`src/rtl/game_sched.sv`:
```
// Match scheduler for a paddle game: divides clk into game ticks, sequences serve/play/pause/over,
// and issues one-cycle step strobes to the physics step block while in play.
module game_sched #(
  parameter int unsigned TICK_DIV    = 1666667,
  parameter int unsigned SERVE_TICKS = 120,
  parameter int unsigned WIN_SCORE   = 11
) (
  input  logic        clk,
  input  logic        rst_n,
  input  logic        start,
  input  logic        pause,
  input  logic [4:0]  l_score,
  input  logic [4:0]  r_score,
  output logic        stclk,
  output logic        step_rst,
  output logic [2:0]  state,
  output logic [1:0]  winner,
  output logic [15:0] frame_cnt
);

  typedef enum logic [2:0] {
    StIdle  = 3'd0,
    StServe = 3'd1,
    StPlay  = 3'd2,
    StPause = 3'd3,
    StOver  = 3'd4
  } state_e;

  localparam logic [23:0] TickLast  = 24'(TICK_DIV - 1);
  localparam logic [7:0]  ServeLast = 8'(SERVE_TICKS - 1);
  localparam logic [4:0]  WinScore  = 5'(WIN_SCORE);

  state_e      state_q, state_d;
  logic [23:0] tick_cnt_q, tick_cnt_d;
  logic [7:0]  serve_cnt_q, serve_cnt_d;
  logic [5:0]  prev_sum_q, score_sum;
  logic [1:0]  winner_q, winner_d, win_hit;
  logic        stclk_q, stclk_d;
  logic        step_rst_q;
  logic [15:0] frame_cnt_q, frame_cnt_d;
  logic        tick;

  assign tick      = (tick_cnt_q == TickLast);
  assign score_sum = {1'b0, l_score} + {1'b0, r_score};
  // Bit 0 flags the left side, bit 1 the right side.
  assign win_hit   = {r_score >= WinScore, l_score >= WinScore};

  always_comb begin
    state_d  = state_q;
    winner_d = winner_q;
    case (state_q)
      StIdle: begin
        if (start) state_d = StServe;
      end
      StServe: begin
        if (start) state_d = StIdle;
        else if (tick && (serve_cnt_q == ServeLast)) state_d = StPlay;
      end
      StPlay: begin
        if (win_hit != 2'b00) begin
          state_d  = StOver;
          winner_d = win_hit;
        end else if (score_sum != prev_sum_q) begin
          state_d = StServe;
        end else if (pause) begin
          state_d = StPause;
        end else if (start) begin
          state_d = StIdle;
        end
      end
      StPause: begin
        if (start) state_d = StIdle;
        else if (pause) state_d = StPlay;
      end
      StOver: begin
        if (start) state_d = StIdle;
      end
      default: state_d = StIdle;
    endcase
    if (state_d == StIdle) winner_d = 2'b00;
  end

  always_comb begin
    tick_cnt_d  = tick_cnt_q;
    serve_cnt_d = serve_cnt_q;
    if ((state_d == StServe) && (state_q != StServe)) begin
      tick_cnt_d  = '0;
      serve_cnt_d = '0;
    end else if ((state_q == StServe) || (state_q == StPlay)) begin
      tick_cnt_d = tick ? '0 : tick_cnt_q + 24'd1;
      if ((state_q == StServe) && tick) serve_cnt_d = serve_cnt_q + 8'd1;
    end else if (state_q != StPause) begin
      tick_cnt_d = '0;
    end
  end

  // The tick phase survives a pause, so strobes stay at least TICK_DIV cycles apart.
  assign stclk_d     = (state_q == StPlay) && tick;
  assign frame_cnt_d = (state_d == StIdle) ? 16'd0 : frame_cnt_q + {15'd0, stclk_d};

  always_ff @(posedge clk or posedge rst_n) begin
    if (rst_n) begin
      state_q     <= StIdle;
      tick_cnt_q  <= '0;
      serve_cnt_q <= '0;
      prev_sum_q  <= '0;
      winner_q    <= 2'b00;
      stclk_q     <= 1'b0;
      step_rst_q  <= 1'b1;
      frame_cnt_q <= '0;
    end else begin
      state_q     <= state_d;
      tick_cnt_q  <= tick_cnt_d;
      serve_cnt_q <= serve_cnt_d;
      prev_sum_q  <= score_sum;
      winner_q    <= winner_d;
      stclk_q     <= stclk_d;
      step_rst_q  <= (state_q == StIdle);
      frame_cnt_q <= frame_cnt_d;
    end
  end

  assign stclk     = stclk_q;
  assign step_rst  = step_rst_q;
  assign state     = state_q;
  assign winner    = winner_q;
  assign frame_cnt = frame_cnt_q;

endmodule

```
`config.mk`:
```
export PLATFORM = sky130hd
export DESIGN_NAME = game_sched
export DESIGN_NICKNAME = d
export VERILOG_FILES = /design/src/rtl/game_sched.sv
export SDC_FILE = /design/constraint.sdc
export NUM_CORES = 1
export LEC_CHECK = 0
export CORE_MARGIN = 8
export CORE_UTILIZATION = 46
export DETAILED_ROUTE_END_ITERATION = 8
export HOLD_SLACK_MARGIN = 0.05
export PLACE_DENSITY = 0.78
export SYNTH_ARGS = -nofsm -noshare
export SYNTH_HDL_FRONTEND = slang
export SYNTH_SLANG_ARGS = --single-unit
```
`constraint.sdc`:
```
create_clock -name clk -period 2.66 [get_ports clk]
set_input_delay 0.532 -clock clk [delete_from_list [all_inputs] [get_ports clk]]
set_output_delay 0.532 -clock clk [all_outputs]
set_load 0.03 [all_outputs]
```
== After elaboration in Yosys (flattened, before gate mapping) ==
Index checks and enable logic that the tools add are counted.

* Register bits after elaboration: 61
* Word-level logic and storage cells: 60

* Add/sub/neg operators: 4
* Order comparisons: 2
* Eq/ne operators: 10
* Multiplexer cells: 21
* Reductions and logical operators: 15

{| class="wikitable"
|+ Operator list
! cell !! number
|-
| 2-to-1 mux 24 bit || 4
|-
| 2-to-1 mux 3 bit || 9
|-
| adder 24 x 1 -> 24 bit, second input constant || 1
|-
| == test 24 x 21 -> 1 bit, second input constant || 1
|-
| 2-to-1 mux 8 bit || 3
|-
| adder 16 x 1 -> 16 bit || 1
|-
| 2-to-1 mux 16 bit || 1
|-
| case mux 3 bit (5 select lines) || 1
|-
| greater-or-equal comparator 5 x 4 -> 1 bit, second input constant || 2
|-
| nonzero test 2 bit || 5
|-
| adder 8 x 1 -> 8 bit, second input constant || 1
|-
| == test 8 x 7 -> 1 bit, second input constant || 1
|-
| adder 5 x 5 -> 6 bit || 1
|-
| == test 3 x 1 -> 1 bit, second input constant || 2
|-
| == test 3 x 2 -> 1 bit, second input constant || 2
|-
| zero test 3 bit || 2
|-
| 2-to-1 mux 2 bit || 3
|-
| != test 6 bit || 1
|-
| logical AND 1 bit || 4
|-
| AND reduction 2 bit || 2
|-
| == test 3 bit, second input constant || 1
|-
| != test 3 x 1 -> 1 bit, second input constant || 1
|-
| != test 3 x 2 -> 1 bit, second input constant || 1
|-
| nonzero test 3 bit || 1
|-
| logical OR 1 bit || 1
|}

== Longest topological paths before layout ==
Gate-level depths: netlist (run 1).

* Word-level depth: 9
* Mapped depth: 12
* Gate-level depth less buffers: 12

== Worst setup path before layout (run 1) ==
No wires, ideal clock.

* Kind: input to register
* Start: input l_score[0]
* End: register tick_cnt_q[5]
* Library setup time: 95 ps
* Arrival: 2876 ps
* Required time: 2565 ps
* Slack: -311 ps
* Stages: 11
* Buffers on the path: 2
* Cells stage by stage: ha_1 -> fa_1 -> a21o_1 -> a21oi_1 -> xnor3_1 -> nor4b_2 -> o22ai_2 -> and3_1 -> buf_6 -> buf_6 -> nor4_4

* Word-level cells in the longest chain between the ends: 8

{| class="wikitable"
|+ Ends and longest elaborated chain
! item !! line !! text
|-
| start, declared || 12 || <nowiki>input logic [4:0] l_score,</nowiki>
|-
| adder 5 x 5 -> 6 bit || 44 || <nowiki>assign score_sum = {1'b0, l_score} + {1'b0, r_score};</nowiki>
|-
| != test 6 bit || 63 || <nowiki>end else if (score_sum != prev_sum_q) begin</nowiki>
|-
| 2-to-1 mux 3 bit || 63 ||
|-
| 2-to-1 mux 3 bit (*) || 60 || <nowiki>if (win_hit != 2'b00) begin</nowiki>
|-
| case mux 3 bit (5 select lines) (*) || 51 || <nowiki>case (state_q)</nowiki>
|-
| named net state_d[0] || 33 || <nowiki>state_e state_q, state_d;</nowiki>
|-
| == test 3 x 1 -> 1 bit (*) || 86 || <nowiki>if ((state_d == StServe) && (state_q != StServe)) begin</nowiki>
|-
| logical AND 1 bit (*) || 86 ||
|-
| nonzero test 3 bit (no line) / 2-to-1 mux 24 bit (equally long branches) || n/a ||
|-
| end signal, assigned || 113 || <nowiki>tick_cnt_q <= tick_cnt_d;</nowiki>
|-
| end, declared || 34 || <nowiki>logic [23:0] tick_cnt_q, tick_cnt_d;</nowiki>
|}

Mark *: on every way through the listed nets, which the timed path passes. The rest lies on a longest branch.
A chain may end at the register's enable or synchronous reset.

== Final worst setup path (run 1) ==
* Start: input r_score[4]
* End: register tick_cnt_q[17]

* Word-level cells in the longest chain between the ends: 8

{| class="wikitable"
|+ Ends and longest elaborated chain
! item !! line !! text
|-
| start, declared || 13 || <nowiki>input logic [4:0] r_score,</nowiki>
|-
| adder 5 x 5 -> 6 bit || 44 ||
|-
| != test 6 bit || 63 ||
|-
| 2-to-1 mux 3 bit || 63 ||
|-
| 2-to-1 mux 3 bit (*) || 60 ||
|-
| case mux 3 bit (5 select lines) (*) || 51 ||
|-
| named net state_d[0] || 33 ||
|-
| == test 3 x 1 -> 1 bit (*) || 86 ||
|-
| logical AND 1 bit (*) || 86 ||
|-
| nonzero test 3 bit (no line) / 2-to-1 mux 24 bit (equally long branches) || n/a ||
|}

Marked as above.

==> results.cfg, run 1 <==
[timing]
setup_violations = 33
maxSlewHeadroom = 0.625
fin_skew_ns = 0.0113
rsz0062_at_grt = yes
fmaxAchievable_mhz = 357
finalHoldViolations = 0
setup-tns-final_ns = -3.00
maxSlewViolCount = 0
worst_pin_slew_ns = 0.562
holdWs_ns = 0.423
min_period_ns = 2.80
worst_slack_ns = -0.142
post-route-period-util = 1.05

[synth]
netlist_instances = 345
syn-num-nets = 370
avgSynthCellArea_um2 = 10.3
synth_top_area_share = 0.424
synth-edff-count = 0
synth_area_um2 = 3540
yosysSeqAreaShare = 0.431
ys_async_sr_fraction = 1.00
synthTopCellsByArea = dfrtp_1 (42%), nor4_2 (6.7%), xnor2_1 (5.9%)
yosys.area.top_type = dfrtp_1
yosys_warnings = 0
ys_types = 54
synth_top_flop_cell = dfrtp_1
synth-seq-cells = 61

[place]
dpl.hpwl_um = 5490
dp.cells = 504
routabilityCongestion = 0.825
placed_cell_area_um2 = 4290
io_buffers = 36

[final_layout]
drive_gt1_frac = 0.282
antenna_cells = 0
final_common_cell = dfrtp_1
mostFrequentLayoutCells = dfrtp_1 (60), buf_4 (35), nor2_1 (30)
final_nets = 449
area_growth_syn_to_layout_pct = 35.1
nFillCells = 595
design_area_um2 = 4790
stdcell_count = 531

[cts]
cts.sinks = 61
tritoncts = done
clockBufferDepth = 2
cts-buffers-inserted = 9
root_buffer = clkbuf_8
clock_latency_ns = 0.35
cts.hold.buffers_added = 0
cts_max_level = 3
clk_pin_slew_ns = 0.08

[die]
dieArea_um2 = 10800
dieWidth_um = 104
ios = 37
core_area_um2 = 7610
start_util = 0.466
die_h_um = 104
rows = 32

[setup_path]
max_stage_delay_ns = 0.46
crit_chain = clkdlybuf4s50_1 > ha_4 > nor3b_1 > a311o_1 > a311oi_2 > nor4b_4 > o22ai_2 > buf_4 > and3_4 > buf_12 > nor4_2
setup.worst_path.class = in2reg
crit_path_top_delay_cell = clkdlybuf4s50_1
cp-end-kind = register
required_ns = 2.90
cp.arrival_ns = 3.05
cp-start-kind = input port
worst-path-max-fanout = 17

[global_routing]
grt_start_max_net_pins = 30
grt_pass1_vias = 2975
grt_overflow = 0
grtUsageTotal = 0.160
grt_pass1_wl_um = 14400
grt_antenna_before_repair = 0

[drt]
wl_per_cell_um = 15.8
vias = 2904
ant_nets = 0
drc = 0
viasPerCell = 5.47
dr.first_iter.drc_count = 118
first_pass_iters = 4
wirelength_um = 8410

[power]
ir_drop_mv = 0.330
p_leak_nw = 1.96
power.density_nw_per_um2 = 490

[run_status]
outcome = finished with violations
violations = negative setup slack

[hold_path]
holdCritPathClass = in2reg

[run]
maxCapViolCount = 0
-- critical path, delay by kind of cell --
kind | cells | cell delay, ns
and+or+nand+nor | 4 | 0.67
adders and majority gates | 1 | 0.31
AOI/OAI and AO/OA | 3 | 0.73
buffers and inverters | 3 | 0.80
-- kinds of logic (layout without fill, tap and decap cells) --
logic type / Yosys count / count (layout) / share of synthesized area
AO/OA/AOI/OAI: 31 / 31 / 0.0628
XOR/XNOR: 51 / 51 / 0.138
adder cells (fa/ha/maj): 12 / 12 / 0.0438
buffers and inverters: 24 / 108 / 0.0339
flip-flops: 61 / 61 / 0.431
AND/OR/NAND/NOR: 166 / 166 / 0.291
-- Yosys cell counts, types with 5 or more instances --
library cell / instances
nand2_1: 24
dfrtp_1: 60
nand4_1: 7
buf_2: 6
inv_1: 11
nor2_1: 40
nor2b_1: 5
o21ai_0: 5
nand3_1: 22
xnor2_1: 24
nor3_1: 9
ha_1: 10
a21oi_1: 8
xor2_1: 24
and3_1: 12
nor4_2: 19
-- report_power, final --
group	leakage [nW]	internal, W	total, W	switching, W
sequential	0.832	0.000954	0.000972	0.0000180
combinational	1.04	0.000257	0.000527	0.000270
clock	0.0918	0.000435	0.000848	0.000413
total	1.96	0.00165	0.00235	0.000701
-- metrics by stage --
step / utilization / setup slack (ns) / power, W
after global placement: 0.564 / -0.754 / 0.00139
after floorplan: - / -0.210 / 0.00126
after global routing: 0.629 / -0.256 / 0.00245
final: 0.629 / -0.142 / 0.00235
after CTS: 0.612 / -0.184 / 0.00232
after detailed placement: 0.564 / -0.851 / 0.00140
-- area by class of cell --
class	instances	area [um^2]	area share
repair buffers	81	781	0.163
clock inverters	7	75.1	0.0157
flip-flops and latches	61	1530	0.319
multi-input cells	260	2110	0.441
well taps	102	128	0.0267
inverters	11	41.3	0.00863
clock buffers	9	124	0.0259
-- state kept, by name, indices dropped and copies added (netlist names) --
name and count:
prev_sum_q 6, frame_cnt 16, serve_cnt_q 8, tick_cnt_q 24, state 3, step_rst 1
winner 2, stclk 1
-- worst paths after layout --
check,endpoint,slack (ns),depth (start not counted),start
worst max-delay path,tick_cnt_q[17],-0.14,11,r_score[4]
worst min-delay path,prev_sum_q[0],0.42,2,l_score[0]
worst max register to register,tick_cnt_q[17],0,11,tick_cnt_q[0]
worst min register to register,step_rst,0.49,1,state[0]
max in group asynchronous,serve_cnt_q[1],1.58,3,rst_n
min in group asynchronous,frame_cnt[14],0.53,2,rst_n
-- per-layer routing --
layer | GRT usage | part of all wire | routed length [um] | vias up
li1 | - | - | - | 1378
met1 | 0.200 | 0.43 | 3650 | 1460
met2 | 0.261 | 0.52 | 4330 | 58
met3 | 0.0390 | 0.038 | 316 | 8
met4 | 0.0620 | 0.012 | 102 | 0
met5 | 0 | 0 | 0 | -
-- timing repair --
item,CTS,global route
cloned,2,0
setup buffers,8,2
setup endpoints to repair,51,50
pin swaps,11,5
endpoints found under the hold margin,0,0
resized for setup,40,24
(Power assumes the default switching activity.)
==> inputs of run 2 (changes only) <==
- REMOVE_ABC_BUFFERS: default -> 1
==> run 2 against run 1 <==
Net effect: the run still ends with negative setup slack left; critical path type unchanged; combinational power increased by 24%; highest routed layer unchanged; sequential power about the same; worst hold slack improved by 0.070 ns.
==> results.cfg, run 2 (synthesis gave the netlist of run 1 again) <==
[setup_path]
cp-end-kind = register
setup.worst_path.class = in2reg
max_stage_delay_ns = 0.56
crit_chain = buf_8 > ha_4 > fa_2 > xnor2_2 > nand3_2 > or3_4 > nor4b_4 > o22ai_2 > buf_4 > nor3_4 > buf_6 > buf_12 > buf_16 > nor2_1
crit_path_top_delay_cell = fa_2
cp.arrival_ns = 3.15
cp-start-kind = input port
worst-path-max-fanout = 4
required_ns = 2.91

[global_routing]
grtUsageTotal = 0.176
grt_pass1_wl_um = 15600
grt_overflow = 0
grt_antenna_before_repair = 0
grt_pass1_vias = 3178
grt_start_max_net_pins = 38

[timing]
min_period_ns = 2.90
rsz0062_at_grt = yes
worst_slack_ns = -0.245
holdWs_ns = 0.492
maxSlewHeadroom = 0.645
finalHoldViolations = 0
setup-tns-final_ns = -7.43
post-route-period-util = 1.09
maxSlewViolCount = 0
setup_violations = 49
fin_skew_ns = 0.0121
fmaxAchievable_mhz = 344
worst_pin_slew_ns = 0.532

[final_layout]
multiInputGateArea_um2 = 2250
antenna_cells = 0
top_register = tick_cnt_q
seq_area_um2 = 1530
design_area_um2 = 5080
fin_util = 0.668
mostFrequentLayoutCells = dfrtp_1 (60), buf_4 (42), nor2_1 (31)
nFillCells = 532
drive_gt1_frac = 0.308
largest_reg_flops = 24
area_growth_syn_to_layout_pct = 43.5
final_common_cell = dfrtp_1
final_nets = 458

[cts]
cts.sinks = 61
cts_max_level = 3
clockBufferDepth = 2
clk_pin_slew_ns = 0.08
clock_latency_ns = 0.36
cts-buffers-inserted = 9
tritoncts = done
root_buffer = clkbuf_8

[die]
die_h_um = 104
dieWidth_um = 104
start_util = 0.466
core_area_um2 = 7610
dieArea_um2 = 10800
rows = 32
ios = 37

[drt]
drc = 0
vias = 3055
first_pass_iters = 4
dr.first_iter.drc_count = 183
ant_nets = 0
wirelength_um = 9470
viasPerCell = 5.66
wl_per_cell_um = 17.5

[power]
ir_drop_mv = 0.293
power.density_nw_per_um2 = 512
p_leak_nw = 2.02

[run]
maxCapViolCount = 0

[run_status]
outcome = finished with violations
violations = negative setup slack

[place]
dpl.hpwl_um = 5470
io_buffers = 36
dp_slack_ns = -0.911
placed_cell_area_um2 = 4270
routabilityCongestion = 0.844

[hold_path]
holdCritPathClass = in2reg
==> run 2: cell types whose count changed in the layout (fill, tap and decap cells not counted), moves of 5 or more <==
cell / previous run / this run
buf_6: 8 / 3
nor4_2: 12 / 3
buf_12: 2 / 7
nor2_4: 0 / 5
nor4_4: 8 / 18
buf_4: 35 / 42
nor2_2: 10 / 4
==> run 2: area by class of cell <==
cell class	instances	area share
Timing Repair Buffer	90	0.177
Clock inverter	6	0.0185
Clock buffer	10	0.0271
Sequential cell	61	0.300
Inverter	11	0.00812
Multi-Input combinational cell	260	0.443
Tap cell	102	0.0251
==> run 2: layer usage <==
layer | vias up | GRT usage | part of all wire
li1 | 1402 | - | -
met1 | 1540 | 0.218 | 0.43
met2 | 87 | 0.287 | 0.50
met3 | 26 | 0.0285 | 0.043
met4 | 0 | 0.0982 | 0.030
met5 | - | 0 | 0
==> run 2: where the power goes <==
part	internal (W)	switching (W)
sequential	0.000955	0.0000187
combinational	0.000326	0.000326
clock	0.000561	0.000415
==> run 2: through the flow <==
step                      power, W  std cells
after detailed placement   0.00139        506
after global routing       0.00269        540
after CTS                  0.00256        541
final                      0.00260        540
after global placement     0.00139        506
after floorplan            0.00122        332
==> run 2: path summary, 6_finish.rpt <==
path                          startpoint             to  slack [ns]  depth (start not counted)
max                           l_score[0]   frame_cnt[9]       -0.24                         14
min                           r_score[0]  prev_sum_q[0]        0.49                          3
max reg2reg                tick_cnt_q[0]   frame_cnt[9]        0.01                         14
min reg2reg                    winner[0]      winner[0]        0.52                          2
max in group asynchronous          rst_n  tick_cnt_q[1]        1.54                          3
min in group asynchronous          rst_n   frame_cnt[6]        0.54                          2
==> run 2: critical path, delay by kind of cell <==
family | cells | cell delay [ns]
compound gates | 1 | 0.12
simple gates | 5 | 1.05
fa+ha+maj | 2 | 0.71
xor+xnor | 1 | 0.12
buf+inv | 5 | 0.60
==> run 2: repair_timing <==
item	4_1_cts	5_1_grt
pin swaps	39	16
hold buffers	0	0
cloned	4	0
buffers inserted	15	6
gates resized for setup	61	36
setup endpoints to repair	51	51
==> inputs of run 3 (changes only) <==
- ABC_CLOCK_PERIOD_IN_PS: default -> 2660
- CORE_UTILIZATION: 46 -> 42
- PLACE_DENSITY: 0.78 -> 0.73
==> run 3 against run 2 <==
Net effect: the run still ends with negative setup slack left; fmax increased by 4.6%; cell count decreased by 0.56%; via count fell by 5.0%; register-to-register slack gained 0.09 ns; worst hold slack better by 0.012 ns; die area grew 8.0%; highest routed layer unchanged.
==> results.cfg, run 3 (synthesis gave the netlist of run 1 again) <==
[run_status]
outcome = finished with violations
violations = negative setup slack

[place]
placed_cell_area_um2 = 4270
dp.cells = 510
io_buffers = 36
dpl.hpwl_um = 5530
routabilityCongestion = 0.831

[final_layout]
stdcell_count = 537
final_nets = 452
design_area_um2 = 4930
final_common_cell = dfrtp_1
top_register = tick_cnt_q
mostFrequentLayoutCells = dfrtp_1 (60), buf_4 (37), nor2_1 (30)
antenna_cells = 0
drive_gt1_frac = 0.292
area_growth_syn_to_layout_pct = 39.2
largest_reg_flops = 24

[setup_path]
crit_path_top_delay_cell = fa_2
worst-path-max-fanout = 4
setup.worst_path.class = in2reg
path_common_cell = buf_4
cp-start-kind = input port
required_ns = 2.91
cp-end-kind = register
cp.arrival_ns = 3.02
crit_chain = buf_8 > ha_4 > fa_2 > xnor2_2 > nand3_2 > or3_4 > nor4b_4 > o22ai_2 > buf_6 > nor3_4 > buf_4 > buf_4 > nor2_1
max_stage_delay_ns = 0.57

[power]
ir_drop_mv = 0.230
power.density_nw_per_um2 = 484
p_leak_nw = 1.96

[cts]
clock_latency_ns = 0.35
cts-buffers-inserted = 9
clockBufferDepth = 2
tritoncts = done
cts.sinks = 61
cts_max_level = 3
root_buffer = clkbuf_8
cts.hold.buffers_added = 0
clk_pin_slew_ns = 0.08

[drt]
viasPerCell = 5.41
wl_per_cell_um = 16.3
drc = 0
ant_nets = 0
dr.first_iter.drc_count = 210
first_pass_iters = 4
wirelength_um = 8740
vias = 2903

[global_routing]
grtUsageTotal = 0.155
grt_overflow = 0
grt_pass1_vias = 2958
grt_pass1_wl_um = 14400
grt_start_max_net_pins = 40
grt_antenna_before_repair = 0

[timing]
finalHoldViolations = 0
setup-tns-final_ns = -3.30
setup_violations = 48
worst_pin_slew_ns = 0.541
maxSlewHeadroom = 0.640
maxSlewViolCount = 0
post-route-period-util = 1.04
rsz0062_at_grt = yes
fmaxAchievable_mhz = 360
holdWs_ns = 0.504
worst_slack_ns = -0.118
fin_skew_ns = 0.00812
min_period_ns = 2.78

[die]
dieWidth_um = 108
core_area_um2 = 8220
start_util = 0.431
rows = 33
dieArea_um2 = 11600
ios = 37
die_h_um = 108

[hold_path]
holdCritPathClass = in2reg

[run]
maxCapViolCount = 0
run 3: changes by cell type in the layout (fill, tap and decap cells not counted), moves of 3 or more:
cell and change:
buf_12 -3, buf_4 -5, nor4_2 +4, nor4_4 -4
run 3: area by class of cell:
cell class | instances | area (um^2)
clock buffer | 9 | 124
clock inverter | 7 | 75.1
fill | 658 | 3280
inverter | 11 | 41.3
multi-input combinational | 260 | 2180
sequential | 61 | 1530
tap | 105 | 131
timing repair buffer | 84 | 857
run 3: per-stage QoR:
step	power (W)	setup WS [ns]	util
2_1_floorplan	0.00122	-0.672	-
5_1_grt	0.00250	-0.212	0.601
6_report	0.00239	-0.118	0.601
3_5_place_dp	0.00139	-0.899	0.520
3_3_place_gp	0.00138	-0.807	0.520
4_1_cts	0.00236	-0.0782	0.588
run 3: worst paths after layout:
| kind | cells after the start | end | slack, ns | startpoint |
|---|---|---|---|---|
| setup reg to reg | 12 | frame_cnt[15] | 0.10 | tick_cnt_q[0] |
| hold / removal | 3 | prev_sum_q[0] | 0.50 | l_score[0] |
| min in group asynchronous | 2 | frame_cnt[10] | 0.53 | rst_n |
| hold reg to reg | 2 | winner[0] | 0.53 | winner[0] |
| setup / recovery | 13 | frame_cnt[11] | -0.12 | r_score[0] |
| max in group asynchronous | 3 | tick_cnt_q[8] | 1.55 | rst_n |
run 3: per-layer routing:
layer | share of wire | GRT usage
met5 | 0 | 0
met4 | 0.018 | 0.0605
met3 | 0.037 | 0.0287
met2 | 0.49 | 0.245
met1 | 0.46 | 0.204
run 3: worst max-delay path: cells and delay by family:
family / cells / cell delay, ns
simple gates: 5 / 0.96
fa+ha+maj: 2 / 0.72
buf+inv: 4 / 0.53
compound gates: 1 / 0.14
xor+xnor: 1 / 0.13
run 3: power breakdown:
part	total (W)	switching [W]	internal, W
Clock	0.000840	0.000405	0.000435
Sequential	0.000975	0.0000201	0.000955
Combinational	0.000572	0.000291	0.000281
Total	0.00239	0.000716	0.00167
run 3: repair_timing:
action,4_1_cts,5_1_grt
gates cloned,4,1
gates resized for setup,66,21
setup buffers,5,2
setup endpoints to repair,51,50
pin swaps,39,1
